### src/rtl/rsa_pkg.sv
// Shared types and helpers for the RSA arithmetic datapath.
// State encoding and counter sizing used by the Montgomery multiplier.
package rsa_pkg;

  typedef enum logic [1:0] {
    IDLE = 2'd0,
    CALC = 2'd1,
    CORR = 2'd2,
    DONE = 2'd3
  } mm_state_t;

  // Bits needed to count 0..n-1; never less than one bit.
  function automatic int unsigned clog2(input int unsigned n);
    int unsigned r;
    r = 0;
    for (int unsigned i = 0; i < 32; i++) begin
      if ((64'd1 << i) < 64'(n)) r = i + 1;
    end
    return (r == 0) ? 1 : r;
  endfunction

endpackage

### src/rtl/cond_sub.sv
// Final Montgomery correction: subtract the modulus once when T >= M.
// Kept combinational so the exponentiation engine can reuse it.
module cond_sub #(
  parameter int unsigned WIDTH = 8
) (
  input  logic [WIDTH:0]   i_t,
  input  logic [WIDTH-1:0] i_m,
  output logic [WIDTH-1:0] o_p
);

  logic [WIDTH-1:0] w_diff;
  logic             w_ge;

  always_comb begin
    w_ge   = (i_t >= {1'b0, i_m});
    w_diff = WIDTH'(i_t - {1'b0, i_m});
    o_p    = w_ge ? w_diff : i_t[WIDTH-1:0];
  end

endmodule

### src/rtl/montgomery_mult.sv
// Bit-serial radix-2 Montgomery multiplier: p = a*b*2^-WIDTH mod m.
// One multiplier bit per enabled cycle, then a single conditional subtract.
module montgomery_mult
  import rsa_pkg::*;
#(
  parameter int unsigned WIDTH = 8
) (
  input  logic             clk,
  input  logic             rstb,
  input  logic             en,
  input  logic             start,
  input  logic [WIDTH-1:0] a,
  input  logic [WIDTH-1:0] b,
  input  logic [WIDTH-1:0] m,
  output logic             busy,
  output logic             done,
  output logic             err,
  output logic [WIDTH-1:0] p
);

  localparam int unsigned   CW   = clog2(WIDTH);
  localparam logic [CW-1:0] LAST = CW'(WIDTH - 1);

  mm_state_t        r_state;
  logic [WIDTH-1:0] r_a;
  logic [WIDTH-1:0] r_b;
  logic [WIDTH-1:0] r_m;
  logic [WIDTH:0]   r_t;
  logic [CW-1:0]    r_cnt;
  logic             r_bad;
  logic             r_busy;
  logic             r_done;
  logic             r_err;
  logic [WIDTH-1:0] r_p;

  logic [WIDTH+1:0] w_t1;
  logic [WIDTH+1:0] w_t2;
  logic [WIDTH-1:0] w_sub;
  logic             w_bad_m;

  always_comb begin
    w_t1    = {1'b0, r_t} + (r_a[r_cnt] ? {2'b00, r_b} : '0);
    w_t2    = w_t1 + (w_t1[0] ? {2'b00, r_m} : '0);
    w_bad_m = ~m[0] | (m < WIDTH'(2));
  end

  cond_sub #(.WIDTH(WIDTH)) u_cond_sub (
    .i_t (r_t),
    .i_m (r_m),
    .o_p (w_sub)
  );

  // A bad modulus still passes through CORR so err/done share the CORR->DONE
  // timing; busy is therefore high for one cycle on that path.
  always_ff @(posedge clk or negedge rstb) begin
    if (!rstb) begin
      r_state <= IDLE;
      r_a     <= '0;
      r_b     <= '0;
      r_m     <= '0;
      r_t     <= '0;
      r_cnt   <= '0;
      r_bad   <= 1'b0;
      r_busy  <= 1'b0;
      r_done  <= 1'b0;
      r_err   <= 1'b0;
      r_p     <= '0;
    end else if (en) begin
      case (r_state)
        IDLE: begin
          if (start) begin
            r_a     <= a;
            r_b     <= b;
            r_m     <= m;
            r_t     <= '0;
            r_cnt   <= '0;
            r_bad   <= w_bad_m;
            r_err   <= 1'b0;
            r_busy  <= 1'b1;
            r_state <= w_bad_m ? CORR : CALC;
          end
        end
        CALC: begin
          r_t   <= (WIDTH + 1)'(w_t2 >> 1);
          r_cnt <= r_cnt + 1'b1;
          if (r_cnt == LAST) r_state <= CORR;
        end
        CORR: begin
          r_p     <= r_bad ? '0 : w_sub;
          r_err   <= r_bad;
          r_busy  <= 1'b0;
          r_done  <= 1'b1;
          r_state <= DONE;
        end
        DONE: begin
          r_done  <= 1'b0;
          r_state <= IDLE;
        end
        default: r_state <= IDLE;
      endcase
    end
  end

  assign busy = r_busy;
  assign done = r_done;
  assign err  = r_err;
  assign p    = r_p;

endmodule

### config.mk
export PLATFORM = sky130hd
export DESIGN_NAME = montgomery_mult
export DESIGN_NICKNAME = d
export VERILOG_FILES = /design/src/rtl/rsa_pkg.sv /design/src/rtl/cond_sub.sv /design/src/rtl/montgomery_mult.sv
export SDC_FILE = /design/constraint.sdc
export NUM_CORES = 1
export LEC_CHECK = 0
export BUFFER_PORTS_ARGS = -buffer_cell sky130_fd_sc_hd__buf_4
export CAP_MARGIN = 5
export CORE_UTILIZATION = 25
export DETAILED_ROUTE_END_ITERATION = 8
export SLEW_MARGIN = 20
export SYNTH_ARGS = -nofsm -noshare
export SYNTH_HDL_FRONTEND = slang
export SYNTH_HIERARCHICAL = 1
export SYNTH_SLANG_ARGS = --single-unit
### constraint.sdc
create_clock -name clk -period 7.78 [get_ports clk]
set_clock_uncertainty 0.2 [all_clocks]
set_input_delay 1.167 -clock clk [delete_from_list [all_inputs] [get_ports clk]]
set_output_delay 1.167 -clock clk [all_outputs]
set_load 0.01 [all_outputs]
# Yosys cells after proc, flatten, opt, wreduce, memory -nomap -nowiden
# Index checks and enable logic that the tools add are counted.
# word_totals
inputBits,28
word_cells,55
output_inout_bits,11
ff_bits,50
# op_classes
n_eq_ne,6
n_reduce_logical,10
n_addsub,4
n_bitwise,2
mux,19
n_lt_le_gt_ge,3
# ops
op,n
$mux W8,4
$pmux W9 S2,1
$reduce_and A3 Y1,4
$add A10 B8 Y10,1
$add A9 B8 Y10,1
$ge A9 B8 Y1,1
$mux W9,1
$lt A8 B2 Y1 const B,1
$pmux W2 S4,1
$sub A8 B8 Y8,1
$mux W2,3
$pmux W1 S2,3
$pmux W3 S2,1
$reduce_bool A2 Y1,3
$eq A2 B2 Y1 const B,2
$lt A3 B4 Y1 const B,1
$ne A2 B2 Y1 const B,2
$reduce_and A2 Y1,2
$add A3 B1 Y3 const B,1
$bmux W1 S3,1
$eq A3 B3 Y1 const B,1
$mux W1,3
$mux W3,1
$eq A2 B1 Y1 const B,1
other kinds (3),3

# Logic depth before layout (Yosys ltp)
# Gate-level depths: netlist of the first run.
# logic_depth
depth_word,7
ltp_mapped,18
depth_no_buf,18

# Modules after synthesis
# The synthesis of the first run kept the hierarchy.
# modules_own_cells
mod,area_per_inst_um2,n_inst,cells_each,seq_area_each_um2
montgomery_mult,2859.0,1,273,1251.2
cond_sub,526.8,1,65,0.0

# Least setup slack after synthesis of the first run
# Ideal clock, no wire load.
# synth_timing
kind,register to register
startpoint,register r_cnt[0]
endpoint,register r_t[8]
n_path_buf,0
arrival_time_ns,3.661
required_time_ns,7.448
path_slack_ns,3.787
setup_ns,0.132
stages_incl_launch_ff,18
path_cell_list,dfrtp_1 mux4_2 mux2i_1 nand2b_1 inv_1 ha_1 a211oi_1 nor2_1 nor4_1 a21oi_1 a21oi_1 xnor2_1 ha_1 and4_1 a211oi_1 nor3_2 xnor2_1 o21ai_1
# synth_via
elab_chain_len,7
# synth_lines
item,line_no,source
from (decl),montgomery_mult.sv:29,logic [CW-1:0] r_cnt;
from (signal assigned),montgomery_mult.sv:85,r_cnt <= r_cnt + 1'b1;
$bmux W1 S3 *,montgomery_mult.sv:42,"w_t1 = {1'b0, r_t} + (r_a[r_cnt] ? {2'b00, r_b} : '0);"
$mux W1 (not written as such) *,montgomery_mult.sv:42,
$mux W8 *,montgomery_mult.sv:42,
$add A9 B8 Y10 *,montgomery_mult.sv:42,
$mux W8,montgomery_mult.sv:43,"w_t2 = w_t1 + (w_t1[0] ? {2'b00, r_m} : '0);"
$add A10 B8 Y10 *,montgomery_mult.sv:43,
$pmux W9 S2 *,montgomery_mult.sv:69,case (r_state)
to (signal assigned),montgomery_mult.sv:84,r_t <= (WIDTH + 1)'(w_t2 >> 1);
to (decl),montgomery_mult.sv:28,logic [WIDTH:0] r_t;
# Mark *: on every way between the ends. The rest lies on a longest branch, timed or not. The select of a mux whose other input is x is not followed.
# A chain may end at the register's enable or synchronous reset.

# Worst setup path in the final report of the first run
# Ends and elaborated chain as after synthesis.

==> results.tsv, run 1 <==
stage	metric	value	unit
finish	commonest cells after routing, fill and taps aside	dfrtp_1, buf_4, ha_1	
clocking	TritonCTS Sinks	50	
setup_path	CP startpoint kind	register	
clocking	clock root cell	clkbuf_16	
pwr	Clock Power Share	13.1	%
clocking	clock buffer depth	2	
grt	all-layer global routing usage	11.1	%
min_path	Worst Hold Class	register to register	
min_path	Hold Startpoint	p[5]$_DFFE_PN0P_	
clocking	CTS tree	built	
placed_design	HPWL after detailed placement	5.62	mm
setup_path	Slowest cell on crit path	mux4_2	
synthesis	Synth Warn #	6	
setup_path	R2R cell count	17	
synthesis	Synth Flop Type	dfrtp_1	
min_path	Worst Hold Path EP	p[5]$_DFFE_PN0P_	
setup_path	Worst path top cell family by delay	multiplexers	
synthesis	Mean Syn Cell Area	10.0	um^2
setup_path	critical-path cell list	mux4_2 -> mux2i_1 -> nand2b_1 -> inv_1 -> ha_1 -> a211oi_1 -> nor2_1 -> nor4_1 -> a21oi_1 -> a21oi_1 -> xnor2_1 -> ha_1 -> and4_1 -> a211oi_1 -> nor3_2 -> xnor2_1 -> o21ai_1	
detailed_routing	DR pass1 iterations	4	
pwr	part of the power in combinational logic	61.5	%
floorplan	Die Y	118	um
pwr	Internal Pwr Total	1.10	mW
detailed_routing	1st-iter DRT viols	98	
finish	fin nets	436	
setup_path	top fanout value on the critical path	8	
sta	# setup viols final	0	
clocking	post-cts sizing count	0	
grt	Remaining Overflow, GRT	0	
synthesis	Mapped Cells	338	
flow_run	max cap viols	0	
sta	RSZ-0062 raised after global routing	no	
placed_design	routability cong.	0.797	
synthesis	register bit total from synthesis	50	
floorplan	I/O pin total	39	
setup_path	Worst Setup End Kind	register	
setup_path	CP bufs+invs	1	
grt	first-pass GRT wire length	12.5	mm
setup_path	CP Depth	17	
setup_path	CP Data Arrival Time	4.29	ns
grt	largest net degree at the start of global routing	51	
sta	final hold vios	0	
finish	antenna cells	0	
clocking	clock buffer count from CTS	5	
floorplan	Core Area	13200	um^2
detailed_routing	antenna-violating nets left	0	
grt	antenna violations before repair	0	
setup_path	reg2reg start	r_cnt[0]$_DFFE_PN0P_	
pwr	P_sw	0.781	mW
sta	final slew viol count	0	
setup_path	setup slack, reg-to-reg	3.45	ns
pwr	Pwr per Cell Area	468	nW/um^2
clocking	Reg clk slew, reported paths	0.07	ns
detailed_routing	final wirelength	7.28	mm
pwr	sw frac	41.5	%
detailed_routing	vias	2534	
pwr	worst vdd ir	163	uV
synthesis	mapped cell area	3390	um^2
synthesis	post-synthesis sequential area ratio	37.0	%
synthesis	fraction of registers with async set/reset	100	%
detailed_routing	mean routed wirelength per cell	13.2	um
sta	min Tclk post-route	4.33	ns
synthesis	Post-synth EDFFs	0	
floorplan	row count	42	
synthesis	Post-Syn Nets	399	
finish	Post-Layout Cell Count	552	
setup_path	CP Class	register to register	
clocking	htree depth	2	
detailed_routing	drt drc	0	
setup_path	CP max stage delay	0.52	ns
setup_path	Worst Path Required	7.73	ns
finish	Layout area overhead	18.7	%
detailed_routing	Via density	4.59	
pwr	static leakage	1.95	nW
floorplan	Die W	118	um
sta	final setup TNS	0	ns
sta	max frequency	231	MHz
sta	final period utilization	55.7	%
pwr	sequential power share	25.4	%
placed_design	port bufs	38	
clocking	Post-CTS Hold Fix Bufs	0	
grt	number of global-route vias before repair	2492	
finish	commonest non-fill, non-tap cell in the layout	dfrtp_1	
min_path	hold-critical path depth	2	
run_status	outcome	complete, no violations	
floorplan	die footprint	14000	um^2
finish	share of cells above drive strength 1	22.3	%
synthesis	Synth cell types	47	
clocking	Clk Latency, worst-skew pair	0.29	ns
setup_path	worst r2r dst	r_t[8]$_DFFE_PN0P_	
sta	WHS	0.282	ns
floorplan	Starting Density	25.6	%
sta	relative slew slack	57.1	%
placed_design	DP Cell Count	544	
clocking	post-CTS setup buffers	0	
sta	worst slew pin tran	0.643	ns
power groups by stage:
stage / Clock [mW] / Sequential (mW) / Combinational, mW
final: 0.248 / 0.478 / 1.16
after CTS: 0.256 / 0.479 / 1.16
after floorplan: 0 / 0.449 / 0.941
after global routing: 0.264 / 0.497 / 1.31
after detailed placement: 0 / 0.484 / 1.16
after global placement: 0 / 0.478 / 1.13
flip-flops by register name (all words and copies together), names as in the netlist:
| register | flops |
|---|---|
| done | 1 |
| r_m | 8 |
| r_bad | 1 |
| p | 8 |
| err | 1 |
| r_state | 2 |
| busy | 1 |
| r_t | 9 |
| r_cnt | 3 |
| r_b | 8 |
| r_a | 8 |
tightest hold or removal path, stage by stage (launching register included):
cell and delay [ns]:
dfrtp_1 0.35, nand2_1 0.05, o21ai_0 0.06
logic make-up (layout without fill, tap and decap cells):
group                    after synthesis  after routing  synth area share, %
AND/OR/NAND/NOR                      100            100                 15.5
AO/OA/AOI/OAI                         73             73                 14.0
flip-flops                            50             50                 37.0
multiplexers                          35             35                 12.9
adder cells (fa/ha/maj)               33             33                 12.9
buffers and inverters                 31             69                 3.66
XOR/XNOR                              16             16                 4.14
per-layer routing:
layer / part of all wire, % / track usage, % / vias to the layer above
met3: 5.2 / 2.41 / 5
met2: 44 / 17.3 / 62
met1: 50 / 15.5 / 1197
met4: 0.93 / 2.85 / 0
li1: - / - / 1270
met5: 0 / 0 / -
per-stage QoR:
step           setup WS [ns]  total power, mW  area, um^2  util (%)
6_report                3.45             1.88        4020      30.4
5_1_grt                 2.99             2.07        4020      30.4
4_1_cts                 3.38             1.90        4020      30.4
3_5_place_dp            3.41             1.64        3860      29.1
3_3_place_gp            3.48             1.61        3860      29.1
2_1_floorplan           3.79             1.39        3390         -
area by class of cell:
| type | count | area, um^2 |
|---|---|---|
| fill | 1412 | 9220 |
| multi-input combinational | 257 | 2010 |
| sequential | 50 | 1250 |
| timing repair buffer | 39 | 293 |
| tap | 176 | 220 |
| clock buffer | 7 | 133 |
| inverter | 22 | 82.6 |
| clock inverter | 1 | 30.0 |
worst max-delay path by stage:
stage | from | endpoint | slack (ns)
after floorplan | r_cnt[0]$_DFFE_PN0P_ | r_t[8]$_DFFE_PN0P_ | 3.79
after global placement | r_cnt[0]$_DFFE_PN0P_ | r_t[8]$_DFFE_PN0P_ | 3.48
after detailed placement | r_cnt[0]$_DFFE_PN0P_ | r_t[8]$_DFFE_PN0P_ | 3.41
after CTS | r_cnt[0]$_DFFE_PN0P_ | r_t[8]$_DFFE_PN0P_ | 3.38
after global routing | r_cnt[0]$_DFFE_PN0P_ | r_t[8]$_DFFE_PN0P_ | 2.99
final | r_cnt[0]$_DFFE_PN0P_ | r_t[8]$_DFFE_PN0P_ | 3.45
cell usage after synthesis (4+ instances only):
cell	n	area, um^2
and2_1	8	50.1
xnor2_1	14	123
nor2_1	9	33.8
mux2_4	6	90.1
a21oi_1	12	60.1
clkbuf_1	7	26.3
a211oi_1	4	30.0
nand2_1	25	93.8
dfrtp_1	50	1250
nand3_1	20	100
a21o_1	12	90.1
nand2b_1	13	81.3
nor2b_1	8	50.1
mux2_2	24	270
o21ai_0	25	125
inv_1	22	82.6
ha_1	30	375
nor3_1	5	25.0
No activity file was read; power rests on OpenSTA's default activity.
==> inputs of run 2 (changes only) <==
Clock period 7.78 ns to 4.1 ns, I/O delays scaled along.
==> run 2 against run 1 <==
Effect of this change: setup slack got worse by 3.3 ns; global-route usage increased by 0.47 points; register-to-register slack lost 3.3 ns; count of clock-buffer cells in the layout is the same; cell area up 2.3%; combinational power is 110% higher; critical path type unchanged.
==> results.tsv, run 2 (same netlist as run 1, synthesis figures left out) <==
stage	metric	value	unit
finish	commonest non-fill, non-tap cell in the layout	dfrtp_1	
setup_path	CP Data Arrival Time	3.86	ns
detailed_routing	antenna-violating nets left	0	
sta	final setup TNS	0	ns
floorplan	Die W	118	um
finish	Top reg by flops	r_t	
clocking	Clk Latency, worst-skew pair	0.30	ns
pwr	static leakage	1.98	nW
sta	final hold vios	0	
detailed_routing	drt drc	0	
pwr	sequential power share	24.0	%
sta	min Tclk post-route	3.91	ns
sta	final period utilization	95.4	%
placed_design	port bufs	38	
floorplan	Starting Density	25.6	%
sta	final slew viol count	0	
sta	worst slew pin tran	0.667	ns
floorplan	I/O pin total	39	
finish	share of cells above drive strength 1	25.8	%
run_status	outcome	complete, no violations	
detailed_routing	mean routed wirelength per cell	13.5	um
detailed_routing	final wirelength	7.52	mm
grt	largest net degree at the start of global routing	51	
sta	# setup viols final	0	
flow_run	max cap viols	0	
pwr	sw frac	41.2	%
sta	max frequency	256	MHz
clocking	clock root cell	clkbuf_16	
setup_path	CP startpoint kind	register	
clocking	Reg clk slew, reported paths	0.07	ns
placed_design	routability cong.	0.840	
finish	max reg flops	9	
floorplan	die footprint	14000	um^2
clocking	TritonCTS Sinks	50	
detailed_routing	DR pass1 iterations	4	
grt	all-layer global routing usage	11.5	%
finish	final instance area	4110	um^2
setup_path	CP Class	register to register	
detailed_routing	1st-iter DRT viols	171	
finish	fin nets	440	
finish	FILL cells	1399	
pwr	P_sw	1.56	mW
floorplan	Core Area	13200	um^2
clocking	clock buffer depth	2	
setup_path	Worst Path Required	4.05	ns
floorplan	Die Y	118	um
grt	first-pass GRT wire length	13.0	mm
finish	Layout area overhead	21.5	%
clocking	Post-CTS Hold Fix Bufs	0	
finish	antenna cells	0	
finish	commonest cells after routing, fill and taps aside	dfrtp_1, buf_4, ha_1	
pwr	Internal Pwr Total	2.23	mW
finish	Final Core Density	31.1	%
floorplan	row count	42	
placed_design	Post-DP Area	3870	um^2
clocking	CTS tree	built	
pwr	Pwr per Cell Area	920	nW/um^2
sta	relative slew slack	55.4	%
grt	Remaining Overflow, GRT	0	
detailed_routing	vias	2591	
sta	WHS	0.150	ns
placed_design	HPWL after detailed placement	5.69	mm
setup_path	Worst Setup End Kind	register	
pwr	worst vdd ir	290	uV
grt	number of global-route vias before repair	2618	
detailed_routing	Via density	4.66	
pwr	Clock Power Share	12.5	%
finish	Register Area	1250	um^2
pwr	part of the power in combinational logic	63.5	%
min_path	Worst Hold Class	input pin to asynchronous set/reset pin	
clocking	htree depth	2	
finish	area occupied by multi-input gates	2060	um^2
clocking	clock buffer count from CTS	5	
setup_path	top fanout value on the critical path	5	
grt	antenna violations before repair	0	
[run 2: cell count changes in the layout (fill, tap and decap cells not counted), moves of 2 or more]
cell,before,now
a211oi_1,4,1
buf_4,39,42
o21ai_0,25,23
a211oi_2,1,4
[run 2: path summary, 6_finish.rpt]
kind,startpoint,end,slack (ns),depth (start not counted)
max,r_cnt[0]$_DFFE_PN0P_,r_t[8]$_DFFE_PN0P_,0.19,18
min,rstb,p[1]$_DFFE_PN0P_,0.15,1
max reg2reg,r_cnt[0]$_DFFE_PN0P_,r_t[8]$_DFFE_PN0P_,0.19,18
min reg2reg,p[4]$_DFFE_PN0P_,p[4]$_DFFE_PN0P_,0.28,2
max in group asynchronous,rstb,r_cnt[0]$_DFFE_PN0P_,3.08,1
min in group clk,p[4]$_DFFE_PN0P_,p[4]$_DFFE_PN0P_,0.28,2
[run 2: layout make-up]
cell class                      count  area share [%]
Multi-Input combinational cell    257            50.1
Timing Repair Buffer               43            8.15
Tap cell                          176            5.35
Clock inverter                      1           0.730
Sequential cell                    50            30.4
Clock buffer                        7            3.22
Inverter                           22            2.01
[run 2: per-layer routing]
layer / vias to the layer above / wire (um) / global-route usage [%]
li1: 1276 / - / -
met1: 1248 / 3690 / 15.5
met2: 55 / 3340 / 17.6
met3: 12 / 336 / 2.94
met4: 0 / 155 / 4.75
met5: - / 0 / 0
[run 2: power groups by stage]
stage               Sequential [mW]  Clock, mW  Combinational, mW
finish                        0.908      0.474               2.40
global route                  0.946      0.510               2.68
CTS                           0.907      0.487               2.25
detailed placement            0.915          0               2.23
global placement              0.906          0               2.15
floorplan                     0.853          0               1.79
[run 2: metrics by stage]
| step | setup WS, ns | instances | total power [mW] |
|---|---|---|---|
| CTS | 0.00505 | 554 | 3.64 |
| global route | -0.0363 | 556 | 4.13 |
| floorplan | 0.107 | 338 | 2.64 |
| detailed placement | -0.0399 | 546 | 3.14 |
| finish | 0.190 | 556 | 3.78 |
| global placement | 0.110 | 546 | 3.06 |
[run 2: worst max-delay path: stages (launching register included)]
cell and delay, ns:
dfrtp_2 0.42, mux4_2 0.54, mux2i_4 0.18, nor2b_1 0.08, ha_1 0.23, inv_1 0.08
fa_1 0.20, inv_1 0.05, a21o_1 0.19, a211oi_2 0.21, xnor2_1 0.19, ha_2 0.35
a21o_1 0.21, nand2_1 0.07, nand2_1 0.06, a211oi_2 0.22, nor3_2 0.07, xnor2_1 0.16
o21ai_1 0.07
[run 2: repair_timing]
action	4_1_cts	5_1_grt
buffers inserted	0	2
setup endpoints to repair	2	2
pin swaps	0	10
gates resized for setup	2	11
==> inputs of run 3 (changes only) <==
Settings changed: MAX_ROUTING_LAYER set to met4.
==> run 3 against run 2 <==
Effect of this change: sequential cell count is the same; maximum frequency up 0.77%; first-iteration DRC count shrank 24%; setup slack improved by 0.030 ns; combinational power fell by 4%; total power shrank 2.7%; clock power up 0.8%; critical path depth down 3; sequential power barely moved; hold slack worse by 0.010 ns; largest power group unchanged.
==> results.tsv, run 3 (same netlist as run 1, synthesis figures left out) <==
stage	metric	value	unit
setup_path	reg2reg start	r_cnt[0]$_DFFE_PN0P_	
detailed_routing	Via density	4.58	
finish	commonest non-fill, non-tap cell in the layout	dfrtp_1	
grt	first-pass GRT wire length	12.3	mm
finish	max reg flops	9	
floorplan	Die Y	118	um
clocking	clock root cell	clkbuf_16	
detailed_routing	vias	2546	
placed_design	port bufs	38	
detailed_routing	mean routed wirelength per cell	13.2	um
grt	largest net degree at the start of global routing	51	
run_status	outcome	complete, no violations	
sta	min Tclk post-route	3.88	ns
clocking	clock buffer depth	2	
clocking	clock buffer count from CTS	5	
pwr	worst vdd ir	277	uV
setup_path	crit path from	r_cnt[0]$_DFFE_PN0P_	
sta	final slew viol count	0	
detailed_routing	1st-iter DRT viols	130	
placed_design	routability cong.	0.854	
floorplan	die footprint	14000	um^2
finish	share of cells above drive strength 1	25.8	%
sta	relative slew slack	55.6	%
sta	max frequency	258	MHz
grt	antenna violations before repair	0	
finish	Final Core Density	31.0	%
setup_path	CP Class	register to register	
grt	all-layer global routing usage	11.4	%
detailed_routing	antenna-violating nets left	0	
setup_path	Worst Setup End Kind	register	
clocking	TritonCTS Sinks	50	
min_path	Worst Hold Class	input pin to asynchronous set/reset pin	
setup_path	top fanout value on the critical path	4	
finish	final instance area	4110	um^2
sta	RSZ-0062 raised after global routing	yes	
finish	fin nets	440	
finish	Top reg by flops	r_t	
finish	commonest cells after routing, fill and taps aside	dfrtp_1, buf_4, ha_1	
sta	worst slew pin tran	0.664	ns
clocking	htree depth	2	
finish	FILL cells	1398	
sta	final hold vios	0	
clocking	Clk Latency, worst-skew pair	0.30	ns
sta	final period utilization	94.6	%
finish	Layout area overhead	21.2	%
pwr	Pwr per Cell Area	897	nW/um^2
floorplan	Die W	118	um
clocking	CTS tree	built	
pwr	static leakage	1.99	nW
placed_design	HPWL after detailed placement	5.54	mm
placed_design	Post-DP Area	3870	um^2
detailed_routing	DR pass1 iterations	4	
sta	# setup viols final	0	
setup_path	CP Data Arrival Time	3.84	ns
setup_path	CP startpoint kind	register	
floorplan	Starting Density	25.6	%
grt	number of global-route vias before repair	2506	
floorplan	Core Area	13200	um^2
flow_run	max cap viols	0	
detailed_routing	final wirelength	7.33	mm
finish	Post-Layout Cell Count	556	
setup_path	Worst Path Required	4.06	ns
placed_design	DP Cell Count	546	
finish	antenna cells	0	
clocking	Reg clk slew, reported paths	0.07	ns
floorplan	I/O pin total	39	
detailed_routing	drt drc	0	
grt	Remaining Overflow, GRT	0	
floorplan	row count	42	
run 3: layout make-up:
type / instances / area (um^2) / area share (%)
inverter: 22 / 82.6 / 2.01
clock inverter: 1 / 30.0 / 0.731
sequential: 50 / 1250 / 30.5
multi-input combinational: 257 / 2060 / 50.3
tap: 176 / 220 / 5.36
timing repair buffer: 43 / 323 / 7.86
clock buffer: 7 / 133 / 3.23
run 3: where the power goes:
part	internal, mW	total [mW]	switching (mW)
clock	0.289	0.478	0.189
combinational	1.15	2.30	1.14
sequential	0.714	0.907	0.193
run 3: stage by stage:
stage	power [mW]	worst slack [ns]	hold slack [ns]	setup TNS, ns
floorplan	2.64	0.107	0.119	0
global placement	3.06	0.110	0.267	0
detailed placement	3.13	-0.0380	0.274	-0.0380
CTS	3.63	0.0161	0.161	0
global route	4.00	-0.00687	0.191	-0.00687
finish	3.68	0.220	0.140	0
run 3: final timing paths:
check | to | slack [ns] | cells past startpoint
setup / recovery | r_t[6]$_DFFE_PN0P_ | 0.22 | 15
hold / removal | r_m[1]$_DFFE_PN0P_ | 0.14 | 1
setup reg to reg | r_t[6]$_DFFE_PN0P_ | 0.22 | 15
hold reg to reg | p[3]$_DFFE_PN0P_ | 0.28 | 2
max in group asynchronous | r_cnt[0]$_DFFE_PN0P_ | 3.09 | 1
min in group clk | p[3]$_DFFE_PN0P_ | 0.28 | 2
run 3: repair_timing:
item / CTS / global route
hold buffers: 0 / 0
pin swaps: 0 / 6
setup buffers: 0 / 2
gates resized for setup: 1 / 11
setup endpoints to repair: 1 / 3
run 3: metal layers:
layer,global-route usage [%],routed length [um]
met1,15.2,3710
met2,16.8,3160
met3,2.75,346
met4,4.11,104
met5,-,0
run 3: worst max-delay path, cell delays in order (launching register included):
cell and delay, ns:
dfrtp_2 0.40, mux4_2 0.53, mux2i_4 0.18, nor2b_1 0.08
ha_1 0.23, inv_1 0.08, fa_1 0.42, inv_1 0.11
ha_1 0.24, a31o_1 0.17, a21o_1 0.19, a21o_1 0.22
a21o_1 0.21, a31oi_1 0.21, xor2_1 0.18, o21ai_1 0.08
